[config.mk]
export PLATFORM = sky130hd
export DESIGN_NAME = display_arbiter
export DESIGN_NICKNAME = d
export VERILOG_FILES = /design/src/rtl/display_arbiter.sv
export SDC_FILE = /design/constraint.sdc
export NUM_CORES = 1
export LEC_CHECK = 0
export CAP_MARGIN = 5
export CORE_MARGIN = 8
export CORE_UTILIZATION = 44
export CTS_CLUSTER_SIZE = 20
export DETAILED_ROUTE_END_ITERATION = 8
export GPL_TIMING_DRIVEN = 0
export PLACE_DENSITY = 0.79
export SLEW_MARGIN = 0
export SYNTH_ARGS = -nofsm -noshare
export SYNTH_HDL_FRONTEND = slang
export SYNTH_SLANG_ARGS = --single-unit
export TNS_END_PERCENT = 5
[constraint.sdc]
create_clock -name clk -period 3.28 [get_ports clk]
set_input_delay 0.492 -clock clk [delete_from_list [all_inputs] [get_ports clk]]
set_output_delay 0.492 -clock clk [all_outputs]
set_load 0.005 [all_outputs]
[src/rtl/display_arbiter.sv]
//------------------------------------------------------------------------------
// display_arbiter : shares the six-digit lock display between keypad entry echo
//                   and timed status messages, with an idle pattern otherwise.
//                   Optional message blink is enabled by DISP_ARB_BLINK_EN.
// Revision: 1.0 - initial release
//------------------------------------------------------------------------------
`default_nettype none

package display_arbiter_pkg;
    // Digit i of the packet is BCDi (digit 0 in the least significant bits).
    typedef logic [5:0][4:0] bcdPac_t;
endpackage

module display_arbiter
    import display_arbiter_pkg::*;
#(
    parameter int unsigned HOLD_CYCLES  = 100_000_000,
    parameter logic [4:0]  IDLE_CODE    = 5'h0F,
    parameter int unsigned BLINK_CYCLES = 12_500_000
) (
    input  logic    clk,
    input  logic    rst,
    input  logic    entry_valid,
    input  bcdPac_t entry_pkt,
    input  logic    entry_clear,
    input  logic    msg_req,
    input  bcdPac_t msg_pkt,
    output logic    msg_ack,
    output logic    msg_done,
    output logic    busy,
    output bcdPac_t bcd_packet,
    output logic    disp_enable
);

    localparam int               CNT_W     = (HOLD_CYCLES > 2) ? $clog2(HOLD_CYCLES) : 1;
    localparam logic [CNT_W-1:0] HOLD_LOAD = CNT_W'(HOLD_CYCLES - 1);
    localparam bcdPac_t          IDLE_PKT  = {6{IDLE_CODE}};

    if (HOLD_CYCLES < 2 || BLINK_CYCLES < 1) begin : g_param_check
        $error("display_arbiter: HOLD_CYCLES must be >= 2 and BLINK_CYCLES >= 1");
    end

    typedef enum logic [1:0] {
        IDLE       = 2'd0,
        SHOW_ENTRY = 2'd1,
        SHOW_MSG   = 2'd2
    } state_t;

    state_t           state;
    state_t           state_nxt;
    bcdPac_t          pkt_nxt;
    bcdPac_t          shadow;
    bcdPac_t          shadow_nxt;
    logic             shadow_valid;
    logic             shadow_valid_nxt;
    logic [CNT_W-1:0] hold_cnt;
    logic             expire;
    logic             load_msg;
    logic             write;
    logic             dirty;
    logic             launch;

`ifdef DISP_ARB_BLINK_EN
    localparam int               BLK_W      = (BLINK_CYCLES > 1) ? $clog2(BLINK_CYCLES) : 1;
    localparam logic [BLK_W-1:0] BLINK_LOAD = BLK_W'(BLINK_CYCLES - 1);

    logic [BLK_W-1:0] blink_cnt;
    logic             blink_shown;
    bcdPac_t          msg_hold;
    logic             blink_flip;
    bcdPac_t          blink_pkt;

    // Phase restarts at "message shown" on every accepted message.
    always_ff @(posedge clk) begin
        if (rst) begin
            blink_cnt   <= '0;
            blink_shown <= 1'b1;
            msg_hold    <= IDLE_PKT;
        end else if (load_msg) begin
            blink_cnt   <= BLINK_LOAD;
            blink_shown <= 1'b1;
            msg_hold    <= msg_pkt;
        end else if (state == SHOW_MSG) begin
            if (blink_cnt == '0) begin
                blink_cnt   <= BLINK_LOAD;
                blink_shown <= ~blink_shown;
            end else begin
                blink_cnt <= blink_cnt - 1'b1;
            end
        end
    end

    assign blink_flip = (state == SHOW_MSG) && (blink_cnt == '0);
    assign blink_pkt  = blink_shown ? IDLE_PKT : msg_hold;
`endif

    // A clear in the same cycle as a new entry wins.
    always_comb begin
        shadow_nxt       = entry_valid ? entry_pkt : shadow;
        shadow_valid_nxt = entry_clear ? 1'b0 : (entry_valid ? 1'b1 : shadow_valid);
    end

    assign expire = (state == SHOW_MSG) && (hold_cnt == '0);

    always_comb begin
        state_nxt = state;
        pkt_nxt   = bcd_packet;
        write     = 1'b0;
        load_msg  = 1'b0;
        case (state)
            IDLE: begin
                if (msg_req) begin
                    load_msg = 1'b1;
                end else if (entry_valid && !entry_clear) begin
                    state_nxt = SHOW_ENTRY;
                    pkt_nxt   = entry_pkt;
                    write     = 1'b1;
                end
            end
            SHOW_ENTRY: begin
                if (msg_req) begin
                    load_msg = 1'b1;
                end else if (entry_clear) begin
                    state_nxt = IDLE;
                    pkt_nxt   = IDLE_PKT;
                    write     = 1'b1;
                end else if (entry_valid) begin
                    pkt_nxt = entry_pkt;
                    write   = 1'b1;
                end
            end
            SHOW_MSG: begin
                if (expire) begin
                    if (msg_req) begin
                        load_msg = 1'b1;
                    end else if (shadow_valid_nxt) begin
                        state_nxt = SHOW_ENTRY;
                        pkt_nxt   = shadow_nxt;
                        write     = 1'b1;
                    end else begin
                        state_nxt = IDLE;
                        pkt_nxt   = IDLE_PKT;
                        write     = 1'b1;
                    end
                end
`ifdef DISP_ARB_BLINK_EN
                else if (blink_flip) begin
                    pkt_nxt = blink_pkt;
                    write   = 1'b1;
                end
`endif
            end
            default: state_nxt = IDLE;
        endcase
        if (load_msg) begin
            state_nxt = SHOW_MSG;
            pkt_nxt   = msg_pkt;
            write     = 1'b1;
        end
    end

    // A write landing on the launch edge is carried by that same pulse.
    assign launch = dirty & ~disp_enable;

    always_ff @(posedge clk) begin
        if (rst) begin
            state        <= IDLE;
            bcd_packet   <= IDLE_PKT;
            disp_enable  <= 1'b0;
            dirty        <= 1'b1;
            shadow       <= '0;
            shadow_valid <= 1'b0;
            hold_cnt     <= '0;
        end else begin
            state        <= state_nxt;
            bcd_packet   <= pkt_nxt;
            disp_enable  <= launch;
            dirty        <= (dirty | write) & ~launch;
            shadow       <= shadow_nxt;
            shadow_valid <= shadow_valid_nxt;
            if (load_msg) begin
                hold_cnt <= HOLD_LOAD;
            end else if (state == SHOW_MSG && hold_cnt != '0) begin
                hold_cnt <= hold_cnt - 1'b1;
            end
        end
    end

    assign msg_ack  = load_msg & ~rst;
    assign msg_done = expire & ~rst;
    assign busy     = (state == SHOW_MSG);

endmodule

`default_nettype wire

==> flow_metrics.env, run 1 <==
export IMPL_ys_flop_type="dfxtp_1"
export IMPL_crit_required_ns=2.79
export IMPL_vdd_drop_max_uv=335.3
export IMPL_cp_start_kind="flip-flop"
export IMPL_synth_avg_cell_area_sq_um=8.195
export IMPL_leakage_nw=2.083
export IMPL_cp_end_kind="primary output"
export IMPL_viasPerCell=5.653
export IMPL_synth_top_area_share_pct=42.17
export IMPL_slew_viol_final=0
export IMPL_coreArea_sq_um=9684
export IMPL_place_congestion=0.9000
export IMPL_drive_gt1_share_pct=4.044
export IMPL_synthSimpleGateAreaFrac_pct=20.37
export IMPL_ios=99
export IMPL_ctsLongestPathBuffers=2
export IMPL_layout_nets=710
export IMPL_synth_fa_ha_area_share_pct=1.719
export IMPL_antenna_diode_count=0
export IMPL_cts_sinks=92
export IMPL_status="finished, final reports clean"
export IMPL_synth_area_sq_um=4368
export IMPL_die_area_sq_um=13370
export IMPL_syn_inst=533
export IMPL_ys_types=44
export IMPL_chipWidth_um=115.6
export IMPL_worst_setup_path_type="flip-flop to primary output"
export IMPL_max_slew_margin_pct=48.86
export IMPL_grt_overflow=0
export IMPL_place_ws_ns=-0.3322
export IMPL_firstDrtPassIters=4
export IMPL_h_tree_depth=3
export IMPL_syn_num_nets=604
export IMPL_synth_top_cells_by_count="dfxtp_1 (92), a21oi_1 (70), o21ai_0 (59)"
export IMPL_drc=0
export IMPL_post_cts_buffers=0
export IMPL_grtUsageTotal_pct=19.75
export IMPL_die_y_um=115.6
export IMPL_post_route_period_util_pct=95.24
export IMPL_row_count=36
export IMPL_synth_xor_area_share_pct=4.411
export IMPL_clock_latency_ns=0.37
export IMPL_hold_slack_ns=0.4742
export IMPL_slowest_stage="clkdlybuf4s50_1"
export IMPL_area_delta_synth_final_pct=31.08
export IMPL_cellPowerDensity_nw_per_um2=872.1
export IMPL_cts_hold_buf=0
export IMPL_rsz0062_at_grt="false"
export IMPL_synth_compound_area_share_pct=24.32
export IMPL_period_needed_ns=3.124
export IMPL_wire_per_inst_um=16.92
export IMPL_synth_area_mux_share_pct=2.979
export IMPL_synth_area_leaders="dfxtp_1 (42%), a21oi_1 (8.0%), o21ai_0 (6.8%)"
export IMPL_synth_async_reset_ratio_pct=0
export IMPL_tightest_slew_ns=0.7590
export IMPL_grt_pass1_vias=4439
export IMPL_portBuffers=96
export IMPL_ys_seq_area_share_pct=42.17
export IMPL_setup_viol=0
export IMPL_yosys_register_bits=92
export IMPL_synth_top_family_by_area="compound AO/OA/AOI/OAI gates"
export IMPL_synth_top_area_cell="dfxtp_1"
export IMPL_cts_buffers=9
export IMPL_routed_wirelength_um=13130
export IMPL_grt_max_degree=25
export IMPL_synth_edf_count=0
export IMPL_drtAntennaViolNets=0
export IMPL_antenna_found_initial=0
export IMPL_layout_setup_ws_ns=0.1560
export IMPL_dp_hpwl_um=9934
export IMPL_path_max_fanout=8
export IMPL_slowest_delay_ns=0.57
export IMPL_start_util_pct=45.10
export IMPL_path_cells="or4_4, or3_1, buf_6, nor4b_1, clkdlybuf4s50_1"
export IMPL_vias=4387
export IMPL_maxCapViolCount=0
export IMPL_yosys_cell_count_top_type="dfxtp_1"
export IMPL_skew_ns=0.01653
export IMPL_hold_path_class="flip-flop to flip-flop"
export IMPL_drt_iter0_drc=319
export IMPL_cts_tree="done"
export IMPL_clk_pin_slew_ns=0.09
export IMPL_cts_root_buf="clkbuf_8"
export IMPL_fmax_mhz=320.1
export IMPL_final_hold_viol_count=0
export IMPL_yosys_warnings=0
export IMPL_grt_pass1_wl_um=21110
export IMPL_worstPathArrival_ns=2.63
-- per-layer routing --
layer / GRT usage, % / vias up / share of wire (%)
met5: 0 / - / 0
met4: 9.680 / 0 / 2.1
met3: 3.700 / 18 / 6.3
met2: 32.75 / 140 / 48
met1: 24.09 / 2096 / 43
li1: - / 2133 / -
-- critical path: cells and delay by family (launching register included) --
kind                   cells  cell delay, ns
buffers and inverters      2            0.71
flip-flops                 1            0.33
AND/OR/NAND/NOR            3            1.23
-- sequential cells by signal (all words and copies together), names as in the netlist --
name / flops
shadow: 30
bcd_packet: 30
disp_enable: 1
shadow_valid: 1
hold_cnt: 27
state: 2
dirty: 1
-- area by class of cell --
type	count	area, sq um
repair buffers	96	960.9
fillers	861	3959
clock buffers	12	145.1
well taps	133	166.4
clock inverters	3	23.77
flip-flops and latches	92	1842
plain buffers	38	150.1
multi-input cells	397	2419
inverters	5	18.77
-- metrics by stage --
stage / cell area, sq um / TNS [ns] / cells / total power [W] / util [%]
6_report: 5725 / 0 / 776 / 0.004993 / 59.12
5_1_grt: 5725 / 0 / 776 / 0.005394 / 59.12
4_1_cts: 5708 / 0 / 775 / 0.004975 / 58.94
3_5_place_dp: 5495 / -0.3322 / 762 / 0.004226 / 56.74
3_3_place_gp: 5495 / -0.2994 / 762 / 0.004142 / 56.74
2_1_floorplan: 4368 / 0 / 533 / 0.003294 / -
-- cells in the final DEF, fill, tap and decap left out, types with 17 or more instances in the layout --
master            n
a21oi_1          70
clkdlybuf4s50_1  96
nand2_1          53
clkbuf_1         36
xnor2_1          17
o21ai_0          59
a221oi_1         23
nor2_1           31
dfxtp_1          92
nand2b_1         27
-- cells by family (layout without fill, tap and decap cells) --
logic type,Yosys count,after routing
simple gates,175,175
flops,92,92
buf+inv,45,154
xor+xnor,22,22
mux,13,13
compound gates,180,181
fa+ha+maj,6,6
-- final timing paths --
| path | depth (start not counted) | to | startpoint | slack (ns) |
|---|---|---|---|---|
| hold / removal | 2 | bcd_packet[12] | bcd_packet[12] | 0.47 |
| hold reg to reg | 2 | bcd_packet[12] | bcd_packet[12] | 0.47 |
| setup reg to reg | 8 | bcd_packet[14] | state[0] | 0.47 |
| setup / recovery | 5 | msg_done | hold_cnt[14] | 0.16 |
-- report_power, final --
group	switching, W	leakage [nW]	internal, W
Clock	0.000391	0.0787	0.000294
Combinational	0.00147	1.24	0.00117
Sequential	0.000237	0.759	0.00143
Total	0.00210	2.08	0.00289
-- what timing repair did --
item | 4_1_cts | 5_1_grt
pin swaps | 0 | 0
endpoints found under the setup margin | 1 | 1
hold endpoints to repair | 0 | 0
cloned | 0 | 1
resized for setup | 9 | 1
Power figures use the tool's default switching activity.
==> run 2: changes to the inputs <==
Settings changed: CORE_MARGIN 8 to default, CORE_UTILIZATION 44 to 45, PLACE_DENSITY 0.79 to 0.81, SETUP_SLACK_MARGIN from default to 0.02.
==> flow_metrics.env, run 2 (same netlist as run 1, synthesis figures left out) <==
export IMPL_holdPathStages=1
export IMPL_final_common_cell="clkdlybuf4s50_1"
export IMPL_cellPowerDensity_nw_per_um2=899.7
export IMPL_rsz0062_at_grt="false"
export IMPL_p_clk_share_pct=16.5
export IMPL_cp_buffers_inverters=2
export IMPL_slowest_stage="clkdlybuf4s50_1"
export IMPL_cp_start_kind="flip-flop"
export IMPL_cpLargestDelayFamily="simple AND/OR/NAND/NOR gates"
export IMPL_status="finished, final reports clean"
export IMPL_drive_gt1_share_pct=4.348
export IMPL_cts_buffers=9
export IMPL_cts_tree="done"
export IMPL_layout_nets=710
export IMPL_firstDrtPassIters=5
export IMPL_drtAntennaViolNets=0
export IMPL_wire_per_inst_um=16.34
export IMPL_r2r_setup_slack_ns=0.49
export IMPL_portBuffers=96
export IMPL_slew_viol_final=0
export IMPL_skew_ns=0.01974
export IMPL_min_to="disp_enable"
export IMPL_grt_busiest_layer="met2"
export IMPL_placed_area_sq_um=5490
export IMPL_post_route_cell_area_sq_um=5766
export IMPL_start_util_pct=46.83
export IMPL_fmax_mhz=311.2
export IMPL_post_route_period_util_pct=97.96
export IMPL_gr_usage_met1_pct=32.36
export IMPL_row_count=35
export IMPL_grt_overflow=0
export IMPL_antenna_found_initial=0
export IMPL_leakage_nw=2.110
export IMPL_worstReg2RegEnd="bcd_packet[27]"
export IMPL_worstHoldStart="disp_enable"
export IMPL_h_tree_depth=3
export IMPL_multiInputGateArea_sq_um=2410
export IMPL_ctsLongestPathBuffers=2
export IMPL_clk_pin_slew_ns=0.09
export IMPL_switchingPower_w=0.002157
export IMPL_final_setup_tns_ns=0
export IMPL_grt_max_degree=25
export IMPL_final_cell_mix="clkdlybuf4s50_1 (96), dfxtp_1 (92), a21oi_1 (70), o21ai_0 (59), nand2_1 (53)"
export IMPL_final_hold_viol_count=0
export IMPL_r2r_start="hold_cnt[0]"
export IMPL_p_int_w=0.003031
export IMPL_drt_iter0_drc=226
export IMPL_maxCapViolCount=0
export IMPL_viasPerCell=5.842
export IMPL_fill_cells=818
export IMPL_cts_root_buf="clkbuf_8"
export IMPL_cp_end_kind="primary output"
export IMPL_reg2regPathDepth=9
export IMPL_worstPathArrival_ns=2.72
export IMPL_grt_pass1_vias=4212
export IMPL_p_seq_share_pct=32.1
export IMPL_die_y_um=100.5
export IMPL_dp_hpwl_um=9145
export IMPL_comb_power_share_pct=51.4
export IMPL_cts_sinks=92
export IMPL_grtUsageMet3_pct=4.369
export IMPL_cts_hold_buf=0
export IMPL_reg_largest_list="bcd_packet: 30 flops, shadow: 30 flops, hold_cnt: 27 flops"
export IMPL_coreArea_sq_um=9328
export IMPL_post_cts_buffers=0
export IMPL_period_needed_ns=3.213
export IMPL_routed_wirelength_um=12630
export IMPL_slowest_delay_ns=0.58
export IMPL_area_delta_synth_final_pct=32.00
export IMPL_setup_viol=0
export IMPL_hold_path_class="flip-flop to flip-flop"
export IMPL_regArea_sq_um=1842
export IMPL_grtUsageTotal_pct=24.95
export IMPL_vias=4516
export IMPL_chipWidth_um=100.5
export IMPL_antenna_diode_count=0
export IMPL_path_cells="or4_4, or3_1, buf_6, nor4b_1, clkdlybuf4s50_1"
export IMPL_path_max_fanout=8
export IMPL_max_slew_margin_pct=45.64
export IMPL_power_total_w=0.005187
export IMPL_grt_pass1_wl_um=19740
export IMPL_place_congestion=0.9348
export IMPL_grtUsageMet2_pct=41.73
export IMPL_die_area_sq_um=10100
export IMPL_clock_latency_ns=0.37
export IMPL_crit_required_ns=2.79
export IMPL_swShare_pct=41.57
export IMPL_drc=0
export IMPL_worst_setup_path_type="flip-flop to primary output"
export IMPL_tightest_slew_ns=0.8082
export IMPL_ios=99
export IMPL_vdd_drop_max_uv=363.8
[run 2: cell count changes in the layout (fill, tap and decap cells not counted)]
cell        previous run  this run
clkbuf_1              36        35
nor4_2                 2         3
bufinv_16              0         2
clkbuf_8              10         9
inv_6                  0         2
clkinvlp_4             2         0
nor4_4                 2         1
clkinv_4               1         2
[run 2: power groups by stage]
| stage | Combinational [W] | Clock (W) | Sequential (W) |
|---|---|---|---|
| 6_report | 0.00267 | 0.000856 | 0.00166 |
| 5_1_grt | 0.00292 | 0.000912 | 0.00170 |
| 4_1_cts | 0.00260 | 0.000866 | 0.00165 |
| 3_5_place_dp | 0.00256 | 0 | 0.00166 |
| 3_3_place_gp | 0.00248 | 0 | 0.00165 |
| 2_1_floorplan | 0.00166 | 0 | 0.00164 |
[run 2: through the flow]
step,hold slack [ns],setup WS (ns),util [%],instances
5_1_grt,0.4942,0.01303,61.81,773
3_5_place_dp,0.4574,-0.3555,58.86,758
6_report,0.4666,0.06692,61.81,773
2_1_floorplan,0.4336,0.7175,-,533
4_1_cts,0.4734,0.07047,61.49,772
3_3_place_gp,0.4493,-0.2855,58.86,758
[run 2: worst max path at each step]
stage / start / end / cells past startpoint
after floorplan: hold_cnt[4] / msg_ack / 7
after CTS: hold_cnt[22] / msg_ack / 6
final: hold_cnt[14] / msg_done / 5
after detailed placement: hold_cnt[4] / msg_ack / 8
after global placement: msg_req / msg_ack / 8
after global routing: hold_cnt[0] / msg_ack / 8
[run 2: final cells by class]
cell class,instances,share of cell area [%]
tap,129,2.799
buffer,38,2.604
inverter,5,0.3255
multi-input combinational,397,41.80
timing repair buffer,96,16.67
clock buffer,10,2.214
clock inverter,6,1.649
sequential,92,31.94
[run 2: layer usage]
layer,share of wire (%),up-vias
met2,48,173
li1,-,2136
met3,6.4,14
met4,1.2,0
met5,0,-
met1,44,2193
[run 2: worst reg2reg max path, cell delays in order (launching register included)]
cell,delay (ns)
dfxtp_1,0.34
inv_1,0.15
ha_1,0.17
nor2b_1,0.21
nand4_1,0.18
nor2_1,0.60
o21a_1,0.35
clkbuf_1,0.39
o21ai_0,0.15
o21ai_0,0.20
[run 2: timing repair]
action | CTS | global route
gates cloned | 0 | 1
resized for setup | 6 | 3
endpoints found under the setup margin | 1 | 1
